## src/rtl/adc_seq_pkg.sv

```systemverilog
// Shared types and width helpers for the ADC burst sequencer.
package adc_seq_pkg;

  typedef enum logic [2:0] {
    IDLE  = 3'd0,
    START = 3'd1,
    WAIT  = 3'd2,
    DONE  = 3'd3,
    HOLD  = 3'd4
  } seq_state_t;

  localparam logic SRC_PERIODIC = 1'b0;
  localparam logic SRC_SOFTWARE = 1'b1;

  // Accumulator width: one conversion word plus headroom for the whole burst.
  function automatic int sum_width(input int data_w, input int burst_len_log2);
    return data_w + burst_len_log2;
  endfunction

endpackage

```

## src/rtl/adc_sample_sequencer_if.sv

```systemverilog
// Conversion and result handshake bundle between the sequencer and its neighbours.
// ADC_SEQ_MINMAX_EN adds per-burst min/max words to the result side.
interface adc_sample_sequencer_if #(
  parameter int DATA_W = 12
);
  logic              conv_start;
  logic              conv_done;
  logic [DATA_W-1:0] pdata1;
  logic [DATA_W-1:0] pdata2;
  logic [DATA_W-1:0] avg1;
  logic [DATA_W-1:0] avg2;
  logic              burst_src;
  logic              result_valid;
  logic              result_ready;
`ifdef ADC_SEQ_MINMAX_EN
  logic [DATA_W-1:0] min1;
  logic [DATA_W-1:0] max1;
  logic [DATA_W-1:0] min2;
  logic [DATA_W-1:0] max2;

  modport master (
    output conv_start, avg1, avg2, burst_src, result_valid, min1, max1, min2, max2,
    input  conv_done, pdata1, pdata2, result_ready
  );
  modport slave (
    input  conv_start, avg1, avg2, burst_src, result_valid, min1, max1, min2, max2,
    output conv_done, pdata1, pdata2, result_ready
  );
`else
  modport master (
    output conv_start, avg1, avg2, burst_src, result_valid,
    input  conv_done, pdata1, pdata2, result_ready
  );
  modport slave (
    input  conv_start, avg1, avg2, burst_src, result_valid,
    output conv_done, pdata1, pdata2, result_ready
  );
`endif
endinterface

```

## src/rtl/adc_seq_period_timer.sv

```systemverilog
// Enable-gated modulo-PERIOD_CYCLES counter; tick pulses for one cycle after each terminal count.
module adc_seq_period_timer #(
  parameter int PERIOD_CYCLES = 20000
) (
  input  logic clk_20M,
  input  logic reset_n,
  input  logic enable,
  output logic tick
);
  localparam int CNT_W = (PERIOD_CYCLES > 1) ? $clog2(PERIOD_CYCLES) : 1;
  localparam logic [CNT_W-1:0] CNT_LAST = CNT_W'(PERIOD_CYCLES - 1);

  logic [CNT_W-1:0] cnt_r;
  logic             tick_r;

  // Free-running period counter, parked at zero while disabled.
  always_ff @(posedge clk_20M or negedge reset_n) begin
    if (!reset_n) begin
      cnt_r  <= '0;
      tick_r <= 1'b0;
    end else if (!enable) begin
      cnt_r  <= '0;
      tick_r <= 1'b0;
    end else if (cnt_r == CNT_LAST) begin
      cnt_r  <= '0;
      tick_r <= 1'b1;
    end else begin
      cnt_r  <= cnt_r + 1'b1;
      tick_r <= 1'b0;
    end
  end

  assign tick = tick_r;
endmodule

```

## src/rtl/adc_sample_sequencer.sv

```systemverilog
// Burst sequencer: arbitrates periodic/software requests and averages 2^BURST_LEN_LOG2 conversions.
// Define ADC_SEQ_MINMAX_EN to also report per-burst channel min/max.
module adc_sample_sequencer
  import adc_seq_pkg::*;
#(
  parameter int DATA_W         = 12,
  parameter int BURST_LEN_LOG2 = 7,
  parameter int PERIOD_CYCLES  = 20000,
  parameter int TIMEOUT_CYCLES = 64
) (
  input  logic clk_20M,
  input  logic reset_n,
  input  logic enable,
  input  logic sw_trig,
  input  logic err_clr,
  output logic busy,
  output logic err_timeout,
  output logic err_overrun,
  adc_sample_sequencer_if.master bus
);
  localparam int SUM_W = sum_width(DATA_W, BURST_LEN_LOG2);
  localparam int TMO_W = $clog2(TIMEOUT_CYCLES);
  localparam logic [BURST_LEN_LOG2-1:0] LAST_SAMPLE = {BURST_LEN_LOG2{1'b1}};
  // Expiry one count early so the error is visible exactly TIMEOUT_CYCLES after conv_start.
  localparam logic [TMO_W-1:0] TMO_LAST = TMO_W'(TIMEOUT_CYCLES - 2);

  seq_state_t              state_r;
  logic [SUM_W-1:0]        sum1_r, sum2_r;
  logic [BURST_LEN_LOG2-1:0] sample_cnt_r;
  logic [TMO_W-1:0]        tmo_cnt_r;
  logic [DATA_W-1:0]       avg1_r, avg2_r;
  logic                    src_r, conv_start_r, result_valid_r, busy_r;
  logic                    pend_sw_r, pend_per_r, err_timeout_r, err_overrun_r;
  logic                    tick_s, grant_s, grant_sw_s, grant_per_s, ovr_evt_s, tmo_evt_s;
`ifdef ADC_SEQ_MINMAX_EN
  logic [DATA_W-1:0]       run_min1_r, run_max1_r, run_min2_r, run_max2_r;
  logic [DATA_W-1:0]       min1_r, max1_r, min2_r, max2_r;
`endif

  adc_seq_period_timer #(.PERIOD_CYCLES(PERIOD_CYCLES)) u_timer (
    .clk_20M (clk_20M),
    .reset_n (reset_n),
    .enable  (enable),
    .tick    (tick_s)
  );

  // Grant arbitration (software first) and error event detection.
  always_comb begin
    grant_s     = (state_r == IDLE) && enable && (pend_sw_r || pend_per_r);
    grant_sw_s  = grant_s && pend_sw_r;
    grant_per_s = grant_s && !pend_sw_r;
    ovr_evt_s   = enable && ((sw_trig && pend_sw_r && !grant_sw_s) ||
                             (tick_s && pend_per_r && !grant_per_s));
    tmo_evt_s   = (state_r == WAIT) && !bus.conv_done && (tmo_cnt_r == TMO_LAST);
  end

  // One-deep pending flags per source plus sticky errors; a new event beats err_clr.
  always_ff @(posedge clk_20M or negedge reset_n) begin
    if (!reset_n) begin
      pend_sw_r     <= 1'b0;
      pend_per_r    <= 1'b0;
      err_timeout_r <= 1'b0;
      err_overrun_r <= 1'b0;
    end else begin
      if (!enable) begin
        pend_sw_r  <= 1'b0;
        pend_per_r <= 1'b0;
      end else begin
        pend_sw_r  <= (pend_sw_r && !grant_sw_s) || sw_trig;
        pend_per_r <= (pend_per_r && !grant_per_s) || tick_s;
      end
      err_timeout_r <= tmo_evt_s || (err_timeout_r && !err_clr);
      err_overrun_r <= ovr_evt_s || (err_overrun_r && !err_clr);
    end
  end

  // Burst FSM with registered handshake outputs.
  always_ff @(posedge clk_20M or negedge reset_n) begin
    if (!reset_n) begin
      state_r        <= IDLE;
      sum1_r         <= '0;
      sum2_r         <= '0;
      sample_cnt_r   <= '0;
      tmo_cnt_r      <= '0;
      avg1_r         <= '0;
      avg2_r         <= '0;
      src_r          <= SRC_PERIODIC;
      conv_start_r   <= 1'b0;
      result_valid_r <= 1'b0;
      busy_r         <= 1'b0;
`ifdef ADC_SEQ_MINMAX_EN
      run_min1_r <= '1; run_max1_r <= '0; run_min2_r <= '1; run_max2_r <= '0;
      min1_r     <= '1; max1_r     <= '0; min2_r     <= '1; max2_r     <= '0;
`endif
    end else begin
      case (state_r)
        IDLE: begin
          result_valid_r <= 1'b0;
          if (grant_s) begin
            state_r      <= START;
            src_r        <= pend_sw_r ? SRC_SOFTWARE : SRC_PERIODIC;
            sum1_r       <= '0;
            sum2_r       <= '0;
            sample_cnt_r <= '0;
            conv_start_r <= 1'b1;
            busy_r       <= 1'b1;
`ifdef ADC_SEQ_MINMAX_EN
            run_min1_r <= '1; run_max1_r <= '0; run_min2_r <= '1; run_max2_r <= '0;
`endif
          end else begin
            conv_start_r <= 1'b0;
            busy_r       <= 1'b0;
          end
        end
        START: begin
          conv_start_r <= 1'b0;
          tmo_cnt_r    <= '0;
          state_r      <= WAIT;
        end
        WAIT: begin
          if (bus.conv_done) begin
            sum1_r <= sum1_r + SUM_W'(bus.pdata1);
            sum2_r <= sum2_r + SUM_W'(bus.pdata2);
`ifdef ADC_SEQ_MINMAX_EN
            if (bus.pdata1 < run_min1_r) run_min1_r <= bus.pdata1;
            if (bus.pdata1 > run_max1_r) run_max1_r <= bus.pdata1;
            if (bus.pdata2 < run_min2_r) run_min2_r <= bus.pdata2;
            if (bus.pdata2 > run_max2_r) run_max2_r <= bus.pdata2;
`endif
            if (sample_cnt_r == LAST_SAMPLE) begin
              state_r <= DONE;
            end else begin
              sample_cnt_r <= sample_cnt_r + 1'b1;
              conv_start_r <= 1'b1;
              state_r      <= START;
            end
          end else if (tmo_evt_s) begin
            sum1_r  <= '0;
            sum2_r  <= '0;
            busy_r  <= 1'b0;
            state_r <= IDLE;
          end else begin
            tmo_cnt_r <= tmo_cnt_r + 1'b1;
          end
        end
        DONE: begin
          avg1_r         <= DATA_W'(sum1_r >> BURST_LEN_LOG2);
          avg2_r         <= DATA_W'(sum2_r >> BURST_LEN_LOG2);
          result_valid_r <= 1'b1;
          state_r        <= HOLD;
`ifdef ADC_SEQ_MINMAX_EN
          min1_r <= run_min1_r; max1_r <= run_max1_r;
          min2_r <= run_min2_r; max2_r <= run_max2_r;
`endif
        end
        HOLD: begin
          if (bus.result_ready) begin
            result_valid_r <= 1'b0;
            busy_r         <= 1'b0;
            state_r        <= IDLE;
          end else begin
            state_r <= HOLD;
          end
        end
        default: begin
          state_r        <= IDLE;
          conv_start_r   <= 1'b0;
          result_valid_r <= 1'b0;
          busy_r         <= 1'b0;
        end
      endcase
    end
  end

  assign bus.conv_start   = conv_start_r;
  assign bus.avg1         = avg1_r;
  assign bus.avg2         = avg2_r;
  assign bus.burst_src    = src_r;
  assign bus.result_valid = result_valid_r;
  assign busy             = busy_r;
  assign err_timeout      = err_timeout_r;
  assign err_overrun      = err_overrun_r;
`ifdef ADC_SEQ_MINMAX_EN
  assign bus.min1 = min1_r;
  assign bus.max1 = max1_r;
  assign bus.min2 = min2_r;
  assign bus.max2 = max2_r;
`endif
endmodule

```

## src/flat_wrapper.sv

```systemverilog
// flat-port wrapper written by rule: the top's interface ports become plain ports
module adc_sample_sequencer_flat import adc_seq_pkg::*;
#(
  parameter int DATA_W         = 12,
  parameter int BURST_LEN_LOG2 = 7,
  parameter int PERIOD_CYCLES  = 20000,
  parameter int TIMEOUT_CYCLES = 64
)
  (clk_20M, reset_n, enable, sw_trig, err_clr, busy, err_timeout, err_overrun, bus_conv_start, bus_avg1, bus_avg2, bus_burst_src, bus_result_valid, bus_conv_done, bus_pdata1, bus_pdata2, bus_result_ready);
  adc_sample_sequencer_if #(.DATA_W(DATA_W)) bus_i ();
  input  logic clk_20M;
  input  logic reset_n;
  input  logic enable;
  input  logic sw_trig;
  input  logic err_clr;
  output logic busy;
  output logic err_timeout;
  output logic err_overrun;
  output wire logic [$bits(bus_i.conv_start)-1:0] bus_conv_start;
  output wire logic [$bits(bus_i.avg1)-1:0] bus_avg1;
  output wire logic [$bits(bus_i.avg2)-1:0] bus_avg2;
  output wire logic [$bits(bus_i.burst_src)-1:0] bus_burst_src;
  output wire logic [$bits(bus_i.result_valid)-1:0] bus_result_valid;
  input wire logic [$bits(bus_i.conv_done)-1:0] bus_conv_done;
  input wire logic [$bits(bus_i.pdata1)-1:0] bus_pdata1;
  input wire logic [$bits(bus_i.pdata2)-1:0] bus_pdata2;
  input wire logic [$bits(bus_i.result_ready)-1:0] bus_result_ready;
  assign bus_conv_start = bus_i.conv_start;
  assign bus_avg1 = bus_i.avg1;
  assign bus_avg2 = bus_i.avg2;
  assign bus_burst_src = bus_i.burst_src;
  assign bus_result_valid = bus_i.result_valid;
  assign bus_i.conv_done = bus_conv_done;
  assign bus_i.pdata1 = bus_pdata1;
  assign bus_i.pdata2 = bus_pdata2;
  assign bus_i.result_ready = bus_result_ready;
  adc_sample_sequencer #(.DATA_W(DATA_W), .BURST_LEN_LOG2(BURST_LEN_LOG2), .PERIOD_CYCLES(PERIOD_CYCLES), .TIMEOUT_CYCLES(TIMEOUT_CYCLES)) u_core (.clk_20M(clk_20M), .reset_n(reset_n), .enable(enable), .sw_trig(sw_trig), .err_clr(err_clr), .busy(busy), .err_timeout(err_timeout), .err_overrun(err_overrun), .bus(bus_i));
endmodule
```

## config.mk

```make
export PLATFORM = sky130hd
export DESIGN_NAME = adc_sample_sequencer_flat
export DESIGN_NICKNAME = d
export VERILOG_FILES = /design/src/rtl/adc_seq_pkg.sv /design/src/rtl/adc_sample_sequencer_if.sv /design/src/rtl/adc_seq_period_timer.sv /design/src/rtl/adc_sample_sequencer.sv /design/src/flat_wrapper.sv
export SDC_FILE = /design/constraint.sdc
export NUM_CORES = 1
export LEC_CHECK = 0
export CAP_MARGIN = 40
export CORE_UTILIZATION = 30
export DETAILED_ROUTE_END_ITERATION = 10
export PLACE_DENSITY = 0.56
export SLEW_MARGIN = 20
export SYNTH_ARGS = -nofsm -noshare
export SYNTH_HDL_FRONTEND = slang
export SYNTH_SLANG_ARGS = --single-unit
```

## constraint.sdc

```tcl
create_clock -name clk_20M -period 4 [get_ports clk_20M]
set_input_delay 0.4 -clock clk_20M [delete_from_list [all_inputs] [get_ports clk_20M]]
set_output_delay 0.4 -clock clk_20M [all_outputs]
set_load 0.005 [all_outputs]
```

==> results of run 1 <==
==> kinds of logic (layout without fill, tap and decap cells) <==
group / after synthesis / count (layout) / share of synthesized area
xor+xnor: 30 / 30 / 0.04732
mux: 27 / 27 / 0.05430
fa+ha+maj: 31 / 31 / 0.07211
flops: 102 / 102 / 0.4597
simple gates: 170 / 170 / 0.1571
buf+inv: 35 / 102 / 0.02794
compound gates: 152 / 152 / 0.1816
==> final cells by class <==
cell class | instances | area, um2
clock buffer | 9 | 225.2
multi-input combinational | 410 | 2854
inverter | 16 | 60.06
clock inverter | 7 | 97.59
sequential | 102 | 2552
timing repair buffer | 70 | 703.2
fill | 1798 | 11250
tap | 229 | 286.5
==> path summary, 6_finish.rpt <==
check,start,to,slack [ns],cells after the start
min in group clk_20M,u_core.bus.avg2[5],u_core.bus.avg2[5],0.50,2
worst min register to register,u_core.bus.avg2[5],u_core.bus.avg2[5],0.50,2
worst min-delay path,reset_n,u_core.u_timer.cnt_r[7],0.50,2
worst max-delay path,bus_pdata1[0],u_core.sum1_r[14],1.11,9
max in group asynchronous,reset_n,u_core.sum2_r[16],2.65,4
worst max register to register,u_core.sum1_r[0],u_core.sum1_r[14],1.20,8
==> flip-flops by register name, indices dropped and copies added (netlist names), 3 cells and up <==
signal / flops
u_core.bus.avg1: 12
u_core.bus.avg2: 12
u_core.sample_cnt_r: 7
u_core.state_r: 3
u_core.sum1_r: 19
u_core.sum2_r: 19
u_core.tmo_cnt_r: 6
u_core.u_timer.cnt_r: 15
==> what timing repair did <==
item,4_1_cts,5_1_grt
endpoints found under the hold margin,26,0
hold buffers,1,0
setup endpoints to repair,0,0
==> stage by stage <==
stage	setup slack, ns	std cells	util	power, W
final	1.111	843	0.3761	0.003843
after global routing	0.9522	843	0.3761	0.004136
after CTS	1.179	842	0.3753	0.003876
after detailed placement	0.8003	825	0.3568	0.002893
after global placement	0.8276	824	0.3553	0.002851
after floorplan	1.490	547	-	0.002424
==> power by group <==
| part | total, W | switching [W] | internal, W |
|---|---|---|---|
| Combinational | 0.00146 | 0.000780 | 0.000676 |
| Sequential | 0.00144 | 0.000192 | 0.00124 |
| Clock | 0.000949 | 0.000399 | 0.000551 |
| Total | 0.00384 | 0.00137 | 0.00247 |
==> synth_stat cells (all sizes together) (5+ instances only) <==
library cell,instances,share of area
o21ai,48,0.043
xor2,19,0.030
nand2,54,0.037
a41oi,5,0.0079
nor2,41,0.029
or3,5,0.0056
o211ai,6,0.0081
nor3,8,0.0072
a31oi,7,0.011
clkbuf,12,0.0083
nand3,17,0.015
buf,7,0.0088
dfrtp,102,0.46
nand4,6,0.0095
mux2,25,0.051
a31o,7,0.011
and3,12,0.014
ha,28,0.063
a211oi,13,0.018
inv,16,0.011
xnor2,11,0.017
a21o,8,0.011
a21oi,25,0.023
o21bai,5,0.0068
a22o,8,0.013
==> metal layers <==
layer | GRT usage | up-vias | share of wire | routed length, um
li1 | - | 2140 | - | -
met1 | 0.1741 | 2131 | 0.45 | 5786
met2 | 0.2374 | 92 | 0.49 | 6351
met3 | 0.03464 | 11 | 0.045 | 580
met4 | 0.04685 | 0 | 0.0097 | 125
met5 | 0 | - | 0 | 0
==> critical path, delay by kind of cell <==
kind / cells / cell delay (ns)
buf+inv: 1 / 0.41
compound gates: 5 / 1.47
fa+ha+maj: 2 / 0.68
simple gates: 1 / 0.16
==> results.py, run 1 <==
metrics = {
    "synth": {
        "ys_warn_count": 0,
        "syn_area_per_cell_um2": 10.15,
        "synth-main-ff-cell": "dfrtp_1",
        "ys_types": 63,
        "syn-num-nets": 608,
        "syn_area_um2": 5553,
        "synthCells": 547,
        "synth_edf_count": 0,
        "async_reset_ff_frac": 1.000,
        "ys_seq_elements": 102,
        "ys_seq_area_frac": 0.4597,
    },
    "clock_network": {
        "htreeDepth": 3,
        "cts.sinks": 102,
        "cts_root_buf": "clkbuf_16",
        "cts_tree": "built",
        "postCtsResizedCells": 0,
        "postCtsSetupRepairBufs": 0,
        "cts.clk_slew.worst_paths_ns": 0.07,
        "numCtsBuffers": 9,
        "clk_latency_ns": 0.35,
        "clockBufferDepth": 2,
    },
    "pwr": {
        "vdd_drop_max_mv": 0.2268,
        "power.leakage_nw": 2.979,
        "p_per_area_nw_per_um2": 566.8,
    },
    "global_route": {
        "overflow": 0,
        "antenna_found_initial": 0,
        "first_global_vias": 4429,
        "track_usage": 0.1402,
        "grt_pass1_wl_um": 21670,
        "grt_max_degree": 44,
    },
    "worst_setup_path": {
        "path_cells": "clkdlybuf4s50_1 -> ha_1 -> fa_1 -> a211oi_1 -> nor3_1 -> o221ai_1 -> a21oi_1 -> a32o_1 -> a31o_2",
        "cp_data_arrival_time_ns": 3.13,
        "required_ns": 4.24,
        "crit_fanout": 6,
        "critPathCaptureType": "flip-flop",
        "start_kind": "input port",
        "critPathKind": "input port to flip-flop",
        "cpMaxStageDelayCell": "a211oi_1",
        "slowest_delay_ns": 0.48,
    },
    "floorplanning": {
        "dieWidth_um": 138.1,
        "rows": 49,
        "die_h_um": 138.1,
        "ioPinCount": 61,
        "core-area_um2": 18020,
        "dieArea_um2": 19060,
        "initial_core_util": 0.3081,
    },
    "routing": {
        "drc": 0,
        "ant_nets": 0,
        "drt_iter0_drc": 187,
        "dr.pass1.iters": 4,
        "drt_wl_total_um": 12840,
        "vias": 4374,
        "routed_via_density": 5.189,
        "wl_per_cell_um": 15.23,
    },
    "timing": {
        "post-route-period-util": 0.7223,
        "setup_tns_ns": 0,
        "tightest_slew_ns": 0.7159,
        "finalHoldViolCount": 0,
        "whs_ns": 0.4962,
        "rsz0062_at_grt": "false",
        "period_needed_ns": 2.889,
        "relSlewSlack": 0.5192,
        "setup_viol": 0,
        "fin_worst_skew_ns": 0.008307,
        "slew_viol_final": 0,
        "fmax_mhz": 346.1,
    },
    "place": {
        "gp_congestion": 0.8718,
        "hpwl_um": 9300,
        "post_dp_cell_area_um2": 6431,
        "place.port_buffers": 60,
    },
    "finish": {
        "syn2layout_area_growth_pct": 22.08,
        "final_cell_mix": "dfrtp_1, clkdlybuf4s50_1, nand2_1",
        "layout-drive-gt1-share": 0.1091,
        "fin_nets": 670,
        "design_area_um2": 6779,
        "layout_commonest_cell": "dfrtp_1",
        "diodes": 0,
    },
    "worst_hold_path": {
        "hp-class": "input port to async pin",
    },
    "run_status": {
        "status": "completed",
    },
    "flow_run": {
        "maxCapViolations": 0,
    },
}
Note: power is estimated with default switching activity, not from simulation.
==> run 2: changes to the inputs <==
Settings changed: PLACE_DENSITY 0.56 to 0.58.
Clock period 4 ns to 2.44 ns, I/O delays scaled along.
==> results.py, run 2 (synthesized netlist as in run 1, its figures left out) <==
metrics = {
    "place": {
        "hpwl_um": 9667,
        "post-place-ws_ns": -0.3639,
        "dpl.cell_count": 874,
        "gp_congestion": 0.8258,
        "place.port_buffers": 60,
    },
    "pwr": {
        "power.leakage_nw": 3.221,
        "combPwrFrac": 0.434,
        "vdd_drop_max_mv": 0.4145,
        "p_per_area_nw_per_um2": 925.0,
        "clockPowerShare": 0.213,
        "p_switching_w": 0.002406,
        "p_int_w": 0.004229,
        "swShare": 0.3627,
        "p_seq_frac": 0.353,
    },
    "timing": {
        "setup_ws_ns": 0.09321,
        "rsz0062_at_grt": "false",
        "relSlewSlack": 0.6445,
        "post-route-period-util": 0.9618,
        "setup_tns_ns": 0,
        "fin_worst_skew_ns": 0.008649,
        "setup_viol": 0,
        "tightest_slew_ns": 0.5310,
        "finalHoldViolCount": 0,
        "slew_viol_final": 0,
        "fmax_mhz": 426.1,
        "period_needed_ns": 2.347,
    },
    "worst_setup_path": {
        "required_ns": 2.71,
        "critPathKind": "flip-flop to flip-flop",
        "critPathCaptureType": "flip-flop",
        "cpMaxStageDelayCell": "a2111o_1",
        "crit_family": "compound AO/OA/AOI/OAI gates",
        "path_cells": "ha_2 -> fa_2 -> a211oi_2 -> buf_4 -> o21bai_1 -> a2111o_1 -> a21oi_4 -> o311ai_0 -> o21ai_0",
        "start_kind": "flip-flop",
        "cp_data_arrival_time_ns": 2.62,
        "worst-path-buf-inv": 1,
        "crit_fanout": 8,
        "slowest_delay_ns": 0.42,
    },
    "floorplanning": {
        "dieWidth_um": 138.1,
        "ioPinCount": 61,
        "die_h_um": 138.1,
        "dieArea_um2": 19060,
        "initial_core_util": 0.3081,
        "rows": 49,
        "core-area_um2": 18020,
    },
    "global_route": {
        "track_usage": 0.1430,
        "first_global_vias": 4589,
        "antenna_found_initial": 0,
        "overflow": 0,
        "grt_max_degree": 53,
        "grt_pass1_wl_um": 22270,
    },
    "finish": {
        "fin_nets": 718,
        "reg.largest.list": "u_core.sum1_r: 19 flops, u_core.sum2_r: 19 flops, u_core.u_timer.cnt_r: 15 flops",
        "layout-drive-gt1-share": 0.1873,
        "layout_commonest_cell": "dfrtp_1",
        "fin_cells": 891,
        "syn2layout_area_growth_pct": 29.18,
        "final_cell_mix": "dfrtp_1, clkdlybuf4s50_1, nand2_1, buf_4, o21ai_0",
        "diodes": 0,
    },
    "clock_network": {
        "clockBufferDepth": 2,
        "cts_tree": "built",
        "htreeDepth": 3,
        "clk_latency_ns": 0.35,
        "postCtsSetupRepairBufs": 0,
        "cts.clk_slew.worst_paths_ns": 0.07,
        "cts.sinks": 102,
        "numCtsBuffers": 9,
        "cts_root_buf": "clkbuf_16",
    },
    "routing": {
        "drt_wl_total_um": 13240,
        "drc": 0,
        "dr.pass1.iters": 4,
        "ant_nets": 0,
        "drt_iter0_drc": 189,
        "vias": 4515,
        "wl_per_cell_um": 14.86,
        "routed_via_density": 5.067,
    },
    "flow_run": {
        "maxCapViolations": 0,
    },
    "worst_hold_path": {
        "hp-class": "input port to async pin",
    },
    "run_status": {
        "status": "completed",
    },
}
[run 2: power groups by stage]
stage / logic, W / registers, W / clock network [W]
finish: 0.00288 / 0.00234 / 0.00141
global route: 0.00321 / 0.00240 / 0.00155
CTS: 0.00288 / 0.00234 / 0.00148
detailed placement: 0.00284 / 0.00237 / 0
global placement: 0.00277 / 0.00235 / 0
floorplan: 0.00168 / 0.00230 / 0
[run 2: cell type report]
cell class / count / area [um2]
Timing Repair Buffer: 118 / 1086
Clock buffer: 9 / 225.2
Tap cell: 229 / 286.5
Inverter: 16 / 60.06
Multi-Input combinational cell: 410 / 2898
Clock inverter: 7 / 65.06
Fill cell: 1754 / 10850
Sequential cell: 102 / 2552
[run 2: worst paths after layout]
check | from | slack [ns] | cells past startpoint | end
min in group clk_20M | u_core.bus.avg2[5] | 0.49 | 2 | u_core.bus.avg2[5]
min | reset_n | 0.43 | 2 | u_core.sum2_r[7]
min reg2reg | u_core.bus.avg2[5] | 0.49 | 2 | u_core.bus.avg2[5]
max in group asynchronous | reset_n | 1.35 | 3 | u_core.sample_cnt_r[2]
max | u_core.sum2_r[0] | 0.09 | 9 | u_core.sum2_r[14]
max reg2reg | u_core.sum2_r[0] | 0.09 | 9 | u_core.sum2_r[14]
[run 2: per-stage QoR]
stage               hold WS, ns    util  total power, W  instance area [um2]
finish                   0.4312  0.3980        0.006635                 7173
global route             0.4662  0.3980        0.007150                 7173
CTS                      0.4513  0.3970        0.006705                 7156
detailed placement       0.2665  0.3791        0.005209                 6833
global placement         0.2617  0.3791        0.005127                 6833
floorplan              -0.05159       -        0.003979                 5557
[run 2: what timing repair did]
action                                  4_1_cts  5_1_grt
endpoints found under the setup margin        5        9
pin swaps                                     2        3
hold buffers                                  1        0
resized for setup                             5        4
hold endpoints to repair                     37        0
[run 2: per-layer routing]
metal,vias to the layer above,routed length [um],global-route usage
met5,-,0,0
met3,8,448,0.03879
met2,73,6663,0.2442
met1,2199,6018,0.1778
li1,2235,-,-
met4,0,108,0.03644
==> run 3: changes to the inputs <==
Settings changed: HOLD_SLACK_MARGIN set to 0.08.
==> results of run 3 <==
Same layout as run 2: the final DEF is identical, and so are final timing and power.
